==> src/rtl/vc_vr_arb_if.sv <==
// vc_vr_arb_if: credit-based sender side and valid/ready receiver side of the converter
interface vc_vr_arb_if #(
  parameter int DATA_WIDTH = 8,
  parameter int NUM_CH     = 4
);
  localparam int CH_W = NUM_CH > 1 ? $clog2(NUM_CH) : 1;
  logic [DATA_WIDTH-1:0] s_data_i;
  logic [CH_W-1:0]       s_ch_i;
  logic                  s_valid_i;
  logic [NUM_CH-1:0]     s_credit_o;
  logic [DATA_WIDTH-1:0] m_data_o;
  logic [CH_W-1:0]       m_ch_o;
  logic                  m_valid_o;
  logic                  m_ready_i;
  logic                  err_o;
  modport slave (
    input  s_data_i, s_ch_i, s_valid_i, m_ready_i,
    output s_credit_o, m_data_o, m_ch_o, m_valid_o, err_o
  );
  modport master (
    output s_data_i, s_ch_i, s_valid_i, m_ready_i,
    input  s_credit_o, m_data_o, m_ch_o, m_valid_o, err_o
  );
endinterface

==> src/rtl/vc_vr_arb_converter.sv <==
// vc_vr_arb_converter: per-channel credit FIFOs merged round-robin onto one registered valid/ready output
module vc_vr_arb_converter #(
  parameter int DATA_WIDTH = 8,
  parameter int CREDIT_NUM = 2,
  parameter int NUM_CH     = 4
) (
  input  logic         clk,
  input  logic         rst_n,
  vc_vr_arb_if.slave   bus
);
  localparam int CH_W = NUM_CH > 1 ? $clog2(NUM_CH) : 1;
  localparam int CW   = $clog2(CREDIT_NUM + 1);
  localparam int PW   = CREDIT_NUM > 1 ? $clog2(CREDIT_NUM) : 1;
  logic [DATA_WIDTH-1:0] mem [NUM_CH][CREDIT_NUM];
  logic [CW-1:0]         cnt_q  [NUM_CH];
  logic [PW-1:0]         wptr_q [NUM_CH];
  logic [PW-1:0]         rptr_q [NUM_CH];
  logic [CH_W-1:0]       last_q, gnt, m_ch_q;
  logic [DATA_WIDTH-1:0] m_data_q;
  logic                  m_valid_q, err_q, found, load, drop;
  logic [NUM_CH-1:0]     pop, push, credit_q;
  // search starts one past the last granted channel, wrapping
  always_comb begin
    gnt = '0;
    found = 1'b0;
    for (int i = 1; i <= NUM_CH; i++)
      if (!found && cnt_q[(int'(last_q) + i) % NUM_CH] != '0) begin
        found = 1'b1;
        gnt = CH_W'((int'(last_q) + i) % NUM_CH);
      end
  end
  assign load = found && (!m_valid_q || bus.m_ready_i);
  assign pop  = load ? NUM_CH'(1) << gnt : '0;
  // a full channel still accepts when it pops on the same edge
  always_comb begin
    push = '0;
    drop = 1'b0;
    for (int c = 0; c < NUM_CH; c++)
      if (bus.s_valid_i && bus.s_ch_i == CH_W'(c)) begin
        if (cnt_q[c] != CW'(CREDIT_NUM) || pop[c]) push[c] = 1'b1;
        else drop = 1'b1;
      end
    if (bus.s_valid_i && int'(bus.s_ch_i) >= NUM_CH) drop = 1'b1;
  end
  always_ff @(posedge clk)
    for (int c = 0; c < NUM_CH; c++)
      if (push[c]) mem[c][wptr_q[c]] <= bus.s_data_i;
  always_ff @(posedge clk or negedge rst_n)
    if (!rst_n) begin
      for (int c = 0; c < NUM_CH; c++) begin
        cnt_q[c]  <= '0;
        wptr_q[c] <= '0;
        rptr_q[c] <= '0;
      end
      last_q    <= CH_W'(NUM_CH - 1);
      m_valid_q <= 1'b0;
      m_data_q  <= '0;
      m_ch_q    <= '0;
      credit_q  <= '0;
      err_q     <= 1'b0;
    end else begin
      for (int c = 0; c < NUM_CH; c++) begin
        cnt_q[c] <= cnt_q[c] + CW'(push[c]) - CW'(pop[c]);
        if (push[c]) wptr_q[c] <= wptr_q[c] == PW'(CREDIT_NUM - 1) ? '0 : wptr_q[c] + 1'b1;
        if (pop[c]) rptr_q[c] <= rptr_q[c] == PW'(CREDIT_NUM - 1) ? '0 : rptr_q[c] + 1'b1;
      end
      credit_q <= pop;
      err_q    <= err_q | drop;
      if (load) begin
        m_valid_q <= 1'b1;
        m_data_q  <= mem[gnt][rptr_q[gnt]];
        m_ch_q    <= gnt;
        last_q    <= gnt;
      end else if (bus.m_ready_i) m_valid_q <= 1'b0;
    end
  assign bus.m_valid_o  = m_valid_q;
  assign bus.m_data_o   = m_data_q;
  assign bus.m_ch_o     = m_ch_q;
  assign bus.s_credit_o = credit_q;
  assign bus.err_o      = err_q;
endmodule

==> src/flat_wrapper.sv <==
// flat-port wrapper written by rule: the top's interface ports become plain ports
module vc_vr_arb_converter_flat 
#(
  parameter int DATA_WIDTH = 8,
  parameter int CREDIT_NUM = 2,
  parameter int NUM_CH     = 4
)
  (clk, rst_n, bus_s_data_i, bus_s_ch_i, bus_s_valid_i, bus_m_ready_i, bus_s_credit_o, bus_m_data_o, bus_m_ch_o, bus_m_valid_o, bus_err_o);
  vc_vr_arb_if #(.DATA_WIDTH(DATA_WIDTH), .NUM_CH(NUM_CH)) bus_i ();
  input  logic clk;
  input  logic rst_n;
  input wire logic [$bits(bus_i.s_data_i)-1:0] bus_s_data_i;
  input wire logic [$bits(bus_i.s_ch_i)-1:0] bus_s_ch_i;
  input wire logic [$bits(bus_i.s_valid_i)-1:0] bus_s_valid_i;
  input wire logic [$bits(bus_i.m_ready_i)-1:0] bus_m_ready_i;
  output wire logic [$bits(bus_i.s_credit_o)-1:0] bus_s_credit_o;
  output wire logic [$bits(bus_i.m_data_o)-1:0] bus_m_data_o;
  output wire logic [$bits(bus_i.m_ch_o)-1:0] bus_m_ch_o;
  output wire logic [$bits(bus_i.m_valid_o)-1:0] bus_m_valid_o;
  output wire logic [$bits(bus_i.err_o)-1:0] bus_err_o;
  assign bus_i.s_data_i = bus_s_data_i;
  assign bus_i.s_ch_i = bus_s_ch_i;
  assign bus_i.s_valid_i = bus_s_valid_i;
  assign bus_i.m_ready_i = bus_m_ready_i;
  assign bus_s_credit_o = bus_i.s_credit_o;
  assign bus_m_data_o = bus_i.m_data_o;
  assign bus_m_ch_o = bus_i.m_ch_o;
  assign bus_m_valid_o = bus_i.m_valid_o;
  assign bus_err_o = bus_i.err_o;
  vc_vr_arb_converter #(.DATA_WIDTH(DATA_WIDTH), .CREDIT_NUM(CREDIT_NUM), .NUM_CH(NUM_CH)) u_core (.clk(clk), .rst_n(rst_n), .bus(bus_i));
endmodule
==> config.mk <==
export PLATFORM = sky130hd
export DESIGN_NAME = vc_vr_arb_converter_flat
export DESIGN_NICKNAME = d
export VERILOG_FILES = /design/src/rtl/vc_vr_arb_if.sv /design/src/rtl/vc_vr_arb_converter.sv /design/src/flat_wrapper.sv
export SDC_FILE = /design/constraint.sdc
export NUM_CORES = 1
export LEC_CHECK = 0
export CAP_MARGIN = 20
export CELL_PAD_IN_SITES_DETAIL_PLACEMENT = 0
export CELL_PAD_IN_SITES_GLOBAL_PLACEMENT = 1
export CORE_MARGIN = 1.5
export CORE_UTILIZATION = 44
export CTS_CLUSTER_SIZE = 12
export DETAILED_ROUTE_END_ITERATION = 12
export PLACE_DENSITY_LB_ADDON = 0.1
export SKIP_LAST_GASP = 1
export SYNTH_ARGS = -nofsm -noshare
export SYNTH_HDL_FRONTEND = slang
export SYNTH_SLANG_ARGS = --single-unit
==> constraint.sdc <==
create_clock -name clk -period 2.9 [get_ports clk]
set_clock_uncertainty 0.15 [all_clocks]
set_input_delay 0.58 -clock clk [delete_from_list [all_inputs] [get_ports clk]]
set_output_delay 0.58 -clock clk [all_outputs]
set_load 0.05 [all_outputs]
==> results.ini <==
[sta]
min_period_ps=2680
drv_slew=0
rsz0062_at_grt=no
slew_headroom_pct=48.3
setup_violations=0
period_share_pct=92.6
tns_ps=0
tightest_slew_ps=775
fmax_mhz=372
final-hold-violation-count=0

[routing]
wl_per_cell_um=17.1
wl_um=8360
antenna_left=0
first_iter_violations=158
vias_per_cell=5.19
drc=0
dr_total_vias=2537
drt_pass1_iterations=4

[placement]
dp_hpwl_um=6120
port_buffers=29
dp_cells=473
place.gp.congestion=0.861

[floorplanning]
die_area_um2=10100
die_w_um=101
row_count=35
core-area_um2=9240
die_y_um=101
initial_utilization_pct=45.3
io_pins=30

[clocking]
cts_resized=0
cts_made_buffers=9
cts_htree_levels=3
clk_pin_slew_worst_paths_ps=110
cts-root-buf=clkbuf_8
ctsHoldBuffers=0
clock-sinks=98
clock_latency_ps=360
cts_tree=done
cts.path.max_buffers=2
cts_setup_buffers=0

[setup_path]
critPathMaxStageDelay_ps=680
cp-end-kind=flop
cp_top_family=simple AND/OR/NAND/NOR gates
path_max_fanout=8
path_class=reg2reg
cp.buffers_inverters=0
path_cells=or4_1, a21o_1, a211o_1, a31oi_4, and2_1
worstSetupStartpointType=flop
required_ps=2780
cpMaxStageDelayCell=or4_1
worstPathArrival_ps=2570

[synthesis]
yosysSeqAreaShare_pct=66.3
ys_async_sr_fraction_pct=34.7
syn-cell-area_um2=4180
synthCells=299
synth_warnings=0
synthFlopType=edfxtp_1
synth-seq-cells=98
synth_cell_types=51
synth-edff-count=64
synthesis.nets=321
avgSynthCellArea_um2=14.0

[global_route]
grt_overflow=0
grt_max_degree=35
antenna_found_initial=0
first_global_vias=2436
grt_pass1_wl_um=13600
grt_use_total_pct=18.3

[finish]
drive_gt1_share_pct=16.4
final_common_cell=edfxtp_1
diodes=0
num-fill-cells=779
fin_cells=489
final_cell_mix=edfxtp_1, dfrtp_1, clkdlybuf4s50_1
area_delta_synth_final_pct=20.1
fin_nets=377

[power]
irDropWorstVdd_mv=0.469
cellLeakagePower_uw=0.00191
pwr_density_cell_nw_per_um2=1060

[run]
drv_cap=0

[worst_hold_path]
hp-class=in2async

[status]
status=finished clean

-- sequential cells by signal (all words and copies together) (netlist names) --
signal and cells:
u_core.bus.err_o 1, u_core.bus.m_ch_o 2, u_core.bus.m_data_o 8, u_core.bus.m_valid_o 1
u_core.bus.s_credit_o 4, u_core.cnt_q 8, u_core.last_q 2, u_core.mem 64
u_core.rptr_q 4, u_core.wptr_q 4
-- worst paths after layout --
kind	start	end	slack [ps]	cells after the start
max	u_core.cnt_q[0]	u_core.mem[1][7]	220	5
min in group clk	u_core.bus.m_data_o[1]	u_core.bus.m_data_o[1]	340	2
max reg2reg	u_core.cnt_q[0]	u_core.mem[1][7]	220	5
max in group asynchronous	rst_n	u_core.wptr_q[1]	1960	1
min reg2reg	u_core.bus.m_data_o[1]	u_core.bus.m_data_o[1]	340	2
min	rst_n	u_core.cnt_q[6]	130	1
-- power breakdown --
group          internal (µW)  switching (µW)
Combinational            967            1330
Clock                    426             513
Sequential              1810             263
-- kinds of logic (layout without fill, tap and decap cells) --
logic type	count (synthesis)	in the layout	share of synthesized area [%]
mux	23	23	5.71
flops	98	98	66.3
buf+inv	27	88	2.66
fa+ha+maj	8	8	2.39
simple gates	61	61	7.93
xor+xnor	16	16	3.35
compound gates	66	66	11.6
-- cells in the mapped netlist (2+ instances only) --
cell,number,area [µm²]
buf_2,2,10.0
nor2b_1,11,68.8
xnor2_1,12,105
clkbuf_1,5,18.8
edfxtp_1,64,1920
nand2_1,15,56.3
nor2_1,8,30.0
a221oi_1,2,17.5
o21ai_1,3,15.0
a211o_1,2,17.5
nand2b_1,3,18.8
nor4_1,4,25.0
a2111oi_0,7,61.3
inv_1,15,56.3
o21bai_1,2,15.0
o2111ai_1,2,17.5
and2_1,5,31.3
o21ai_0,18,90.1
a221o_1,7,70.1
ha_1,8,100
nand3_1,2,10.0
nor3b_1,3,22.5
mux2_2,7,78.8
dfrtp_1,32,801
xor2_1,4,35.0
dfstp_2,2,52.6
a21oi_1,6,30.0
o21a_1,2,15.0
buf_1,4,15.0
or4_1,2,15.0
nand4_1,3,18.8
mux2i_1,16,160
a311oi_1,2,17.5
a21o_1,2,15.0
-- stage by stage --
| stage | instance area (µm²) | total power (µW) | hold WS, ps | setup slack [ps] | util, % |
|---|---|---|---|---|---|
| 6_report | 5020 | 5310 | 131 | 215 | 54.4 |
| 5_1_grt | 5020 | 5650 | 194 | 107 | 54.4 |
| 4_1_cts | 5020 | 5360 | 159 | 218 | 54.4 |
| 3_5_place_dp | 4810 | 4410 | 317 | 90.6 | 52.1 |
| 3_3_place_gp | 4810 | 4390 | 313 | 161 | 52.1 |
| 2_1_floorplan | 4180 | 3530 | 134 | 110 | - |
-- layout make-up --
class / count / area (µm²) / share of cell area, %
sequential: 98 / 2780 / 55.2
clock buffer: 9 / 124 / 2.47
timing repair buffer: 57 / 520 / 10.4
clock inverter: 7 / 91.3 / 1.82
inverter: 15 / 56.3 / 1.12
tap: 129 / 161 / 3.21
multi-input combinational: 174 / 1300 / 25.8
-- layer usage --
| layer | GRT usage [%] | routed length [µm] |
|---|---|---|
| met3 | 3.81 | 423 |
| met1 | 28.4 | 4320 |
| met4 | 6.07 | 99 |
| met5 | 0 | 0 |
| met2 | 25.7 | 3520 |
Power figures use the tool's default switching activity.
